### src/rtl/unshift_stream_if.sv
// Byte-stream bundle for unshift_stream: shifted beats in, realigned words out.
// state_o reports the realignment FSM state (0 = PRIME, 1 = STREAM).
interface unshift_stream_if #(
    parameter int DATA_BUS_WIDTH = 4
);
    logic                          tvalid_i;
    logic                          tready_o;
    logic [8*DATA_BUS_WIDTH-1:0]   tdata_i;
    logic                          tlast_i;
    logic                          tvalid_o;
    logic                          tready_i;
    logic [8*DATA_BUS_WIDTH-1:0]   tdata_o;
    logic                          tlast_o;
    logic                          err_o;
    logic                          state_o;

    // Handshake: a beat moves on a rising edge where valid & ready are both high;
    // a source holds valid/data/last stable until accepted, ready may change freely.
    modport slave (
        input  tvalid_i, tdata_i, tlast_i, tready_i,
        output tready_o, tvalid_o, tdata_o, tlast_o, err_o, state_o
    );

    modport master (
        output tvalid_i, tdata_i, tlast_i, tready_i,
        input  tready_o, tvalid_o, tdata_o, tlast_o, err_o, state_o
    );
endinterface

### src/rtl/unshift_stream.sv
// Undoes a SHIFT_BYTES lane shift: each pair of consecutive shifted beats is
// recombined into one original-aligned word held in a registered output slice.
module unshift_stream #(
    parameter int DATA_BUS_WIDTH = 4,
    parameter int SHIFT_BYTES    = 2
) (
    input  logic             clk_i,
    input  logic             areset_ni,
    unshift_stream_if.slave  s
);
    localparam int W  = DATA_BUS_WIDTH;
    localparam int S  = SHIFT_BYTES;
    localparam int DW = 8 * W;

    if (S < 1 || S > W - 1) begin : g_bad_shift
        $error("unshift_stream: SHIFT_BYTES must lie in 1..DATA_BUS_WIDTH-1");
    end
    if ($bits(s.tdata_i) != DW) begin : g_bad_width
        $error("unshift_stream: interface width does not match DATA_BUS_WIDTH");
    end

    typedef enum logic {
        PRIME  = 1'b0,
        STREAM = 1'b1
    } state_t;

    state_t          state_q, state_d;
    logic [DW-1:0]   hold_q;
    logic [DW-1:0]   data_q;
    logic            valid_q;
    logic            last_q;
    logic            err_q;

    logic            accept;
    logic            load_word;
    logic            load_hold;
    logic            drop;
    logic [DW-1:0]   word;

    assign s.tready_o = ~valid_q | s.tready_i;
    assign accept     = s.tvalid_i & s.tready_o;

    // Upper lanes of the held beat become the low lanes of the word.
    assign word = {s.tdata_i[8*S-1:0], hold_q[DW-1:8*S]};

    always_comb begin
        state_d   = state_q;
        load_word = 1'b0;
        load_hold = 1'b0;
        drop      = 1'b0;
        case (state_q)
            PRIME: begin
                if (accept) begin
                    if (s.tlast_i) begin
                        drop = 1'b1;
                    end else begin
                        load_hold = 1'b1;
                        state_d   = STREAM;
                    end
                end
            end
            STREAM: begin
                if (accept) begin
                    load_word = 1'b1;
                    load_hold = 1'b1;
                    if (s.tlast_i) begin
                        state_d = PRIME;
                    end
                end
            end
            default: state_d = PRIME;
        endcase
    end

    always_ff @(posedge clk_i or negedge areset_ni) begin
        if (!areset_ni) begin
            state_q <= PRIME;
            hold_q  <= '0;
            data_q  <= '0;
            valid_q <= 1'b0;
            last_q  <= 1'b0;
            err_q   <= 1'b0;
        end else begin
            state_q <= state_d;
            err_q   <= drop;
            if (load_hold) begin
                hold_q <= s.tdata_i;
            end
            // A new word overrides a drain in the same cycle, keeping valid high.
            if (load_word) begin
                data_q  <= word;
                last_q  <= s.tlast_i;
                valid_q <= 1'b1;
            end else if (s.tready_i) begin
                valid_q <= 1'b0;
            end
        end
    end

    assign s.tvalid_o = valid_q;
    assign s.tdata_o  = data_q;
    assign s.tlast_o  = last_q;
    assign s.err_o    = err_q;
    assign s.state_o  = state_q;
endmodule

### src/flat_wrapper.sv
// flat-port wrapper written by rule: the top's interface ports become plain ports
module unshift_stream_flat 
#(
    parameter int DATA_BUS_WIDTH = 4,
    parameter int SHIFT_BYTES    = 2
)
  (clk_i, areset_ni, s_tvalid_i, s_tdata_i, s_tlast_i, s_tready_i, s_tready_o, s_tvalid_o, s_tdata_o, s_tlast_o, s_err_o, s_state_o);
  unshift_stream_if #(.DATA_BUS_WIDTH(DATA_BUS_WIDTH)) s_i ();
  input  logic clk_i;
  input  logic areset_ni;
  input wire logic [$bits(s_i.tvalid_i)-1:0] s_tvalid_i;
  input wire logic [$bits(s_i.tdata_i)-1:0] s_tdata_i;
  input wire logic [$bits(s_i.tlast_i)-1:0] s_tlast_i;
  input wire logic [$bits(s_i.tready_i)-1:0] s_tready_i;
  output wire logic [$bits(s_i.tready_o)-1:0] s_tready_o;
  output wire logic [$bits(s_i.tvalid_o)-1:0] s_tvalid_o;
  output wire logic [$bits(s_i.tdata_o)-1:0] s_tdata_o;
  output wire logic [$bits(s_i.tlast_o)-1:0] s_tlast_o;
  output wire logic [$bits(s_i.err_o)-1:0] s_err_o;
  output wire logic [$bits(s_i.state_o)-1:0] s_state_o;
  assign s_i.tvalid_i = s_tvalid_i;
  assign s_i.tdata_i = s_tdata_i;
  assign s_i.tlast_i = s_tlast_i;
  assign s_i.tready_i = s_tready_i;
  assign s_tready_o = s_i.tready_o;
  assign s_tvalid_o = s_i.tvalid_o;
  assign s_tdata_o = s_i.tdata_o;
  assign s_tlast_o = s_i.tlast_o;
  assign s_err_o = s_i.err_o;
  assign s_state_o = s_i.state_o;
  unshift_stream #(.DATA_BUS_WIDTH(DATA_BUS_WIDTH), .SHIFT_BYTES(SHIFT_BYTES)) u_core (.clk_i(clk_i), .areset_ni(areset_ni), .s(s_i));
endmodule
### config.mk
export PLATFORM = sky130hd
export DESIGN_NAME = unshift_stream_flat
export DESIGN_NICKNAME = d
export VERILOG_FILES = /design/src/rtl/unshift_stream_if.sv /design/src/rtl/unshift_stream.sv /design/src/flat_wrapper.sv
export SDC_FILE = /design/constraint.sdc
export NUM_CORES = 1
export LEC_CHECK = 0
export BUFFER_PORTS_ARGS = -buffer_cell sky130_fd_sc_hd__buf_2
export CORE_MARGIN = 2
export CORE_UTILIZATION = 53
export DETAILED_ROUTE_END_ITERATION = 8
export GPL_ROUTABILITY_DRIVEN = 0
export MAX_ROUTING_LAYER = met4
export PLACE_DENSITY_LB_ADDON = 0.15
export SLEW_MARGIN = 20
export SYNTH_ARGS = -nofsm -noshare
export SYNTH_HDL_FRONTEND = slang
export SYNTH_SLANG_ARGS = --single-unit
### constraint.sdc
create_clock -name clk_i -period 3.4 [get_ports clk_i]
set_input_delay 0.17 -clock clk_i [delete_from_list [all_inputs] [get_ports clk_i]]
set_output_delay 0.17 -clock clk_i [all_outputs]
set_load 0.05 [all_outputs]
==> reports/results.ini <==
[status]
status=completed

[floorplanning]
fp-row-count=23
core_area_um2=3910
start_util_pct=54.3
die_area_um2=4530
ios=74
dieHeight_um=67.3
die_w_um=67.3

[worst_setup_path]
worstRegToRegCells=3
cp_top_family=simple AND/OR/NAND/NOR gates
critPathRequiredTime_ps=3580
crit_chain=nand2b_1 -> nand3_4 -> mux2_4
worst-path-max-fanout=34
path_buf_inv=0
cp-start-kind=flop
startpoint=u_core.s.tvalid_o
slowest_stage=nand3_4
path_class=flop to flop
critPathArrivalTime_ps=2030
r2r_end=u_core.s.tdata_o[31]
r2r_start=u_core.s.tvalid_o
max_stage_delay_ps=550
crit_end=u_core.s.tdata_o[31]
rrSetupSlack_ps=1550
end_kind=flop
crit_cells=3

[logic_synthesis]
yosysUniqueCellTypes=12
seq_area_frac_synth_pct=61.2
synth_fp_nets=152
yosys-top-cells-area=dfrtp_1 (61%), mux2_4 (28%), mux2_2 (5.3%), buf_6 (2.1%), nand3_4 (1.6%)
async_flop_share_pct=100
synth.most_common_cell=dfrtp_1
ys_top_cells_by_count=dfrtp_1 (52), mux2_4 (39), mux2_2 (10)
synth-edff-count=0
synth_top_area_share_pct=61.2
avgSynthCellArea_um2=18.5
synth_area_um2=2120
yosys_warnings=0
ys_ff_latch=52
synthCells=115
synth_top_area_cell=dfrtp_1
ys.flop_type=dfrtp_1

[finish]
fin_area_um2=2600
areaGrowthSynthToFinish_pct=22.5
fin_nets=228
fillCellCount=299
diodes=0
drive_above_1_share_pct=68.2

[cts]
insertion_delay_ps=290
clock_path_buffers=2
numCtsBuffers=5
clockRootBuffer=clkbuf_8
clk_pin_slew_ps=90
cts_setup_buffers=0
cts_tree=built
htreeDepth=2
cts.sinks=52

[drt]
final_antenna_net_count=0
first_iter_violations=59
finalWirelength_mm=3.94
drcViolationCount=0
wire_per_inst_um=16.3
vias=1198
viasPerCell=4.95
firstDrtPassIters=6

[placement]
pre_cts_ws_ps=1560
io_buffers=73
place_area_um2=2500
dpl.hpwl_mm=2.88

[global_routing]
grt_pass1_vias=1261
grt-ovfl-total=0
grt_max_degree=53
antenna_found_initial=0
grtUsageTotal_pct=19.5
grt_pass1_wl_mm=6.17

[sta]
hold_viol_final=0
maxSlewHeadroom_pct=56.0
setup_viol=0
fmax_mhz=539
tns_ps=0
worstMarginPinSlew_ps=660
fin_crit_sh_pct=54.5
finalClockSkew_ps=8.34
finalMaxSlewViolations=0
setup_slack_ps=1550
rsz0062_at_grt=false
fin_hold_ws_ps=100
fin_crit_ps=1850

[hold_path]
min_path_type=input pin to flop

[pwr]
p_per_area_nw_per_um2=894
leakage_uw=0.00137
max-vdd-ir-drop_uv=509

[job]
cap_violations=0

sequential cells by signal, summed over array words and instances (netlist names), named ones only:
name / count
u_core.hold_q: 16
u_core.s.err_o: 1
u_core.s.tdata_o: 32
u_core.s.tlast_o: 1
u_core.s.tvalid_o: 1
final cells by class:
cell class / instances / area [µm²] / share of cell area, %
Sequential cell: 52 / 1300 / 50.0
Clock buffer: 8 / 90.1 / 3.46
Timing Repair Buffer: 74 / 378 / 14.5
Multi-Input combinational cell: 58 / 771 / 29.6
Tap cell: 50 / 62.6 / 2.40
logic make-up (layout without fill, tap and decap cells):
| family | Yosys count | count (layout) | share of synthesized area, % |
|---|---|---|---|
| buf+inv | 5 | 82 | 2.47 |
| flops | 52 | 52 | 61.2 |
| compound gates | 2 | 2 | 0.530 |
| mux | 49 | 49 | 32.9 |
| simple gates | 7 | 7 | 2.89 |
power by group:
part           switching [µW]  internal, µW
registers                 105           807
logic                     708           363
clock network             179           166
how the worst min path moves through the flow:
| stage | to | from | cells after the start |
|---|---|---|---|
| after CTS | u_core.hold_q[27] | s_tdata_i[27] | 2 |
| after global routing | u_core.s.tdata_o[20] | s_tdata_i[4] | 2 |
| after floorplan | asynchronous set/reset pin | areset_ni | 0 |
| after detailed placement | u_core.s.tdata_o[24] | s_tdata_i[8] | 2 |
| after global placement | u_core.hold_q[18] | s_tdata_i[18] | 2 |
| final | u_core.hold_q[27] | s_tdata_i[27] | 2 |
per-stage QoR:
step                      std cells  total power (µW)  util [%]
after global placement          233              1960      63.9
after detailed placement        233              2000      63.9
after floorplan                 115              1760         -
after CTS                       241              2350      66.2
after global routing            242              2440      66.5
final                           242              2330      66.5
cell usage in the layout, fill, tap and decap left out, types with 2 or more instances in the layout:
cell      Yosys  layout
clkbuf_8      0       6
nand3_4       2       2
buf_2         0      72
dfrtp_1      52      52
mux2_4       39      39
nand2_1       2       2
clkbuf_1      0       2
mux2_2       10      10
per-layer routing:
layer  global-route usage [%]  vias to the layer above  wire length [µm]
met4                     5.36                        0                21
met2                     32.8                       37              2120
met1                     23.2                      610              1600
li1                         -                      549                 -
met5                        -                        -                 0
met3                     5.50                        2               194
repair_timing:
action	CTS	global route
endpoints found under the hold margin	0	52
resized for setup	0	0
hold buffers	0	1
(Power assumes the default switching activity.)
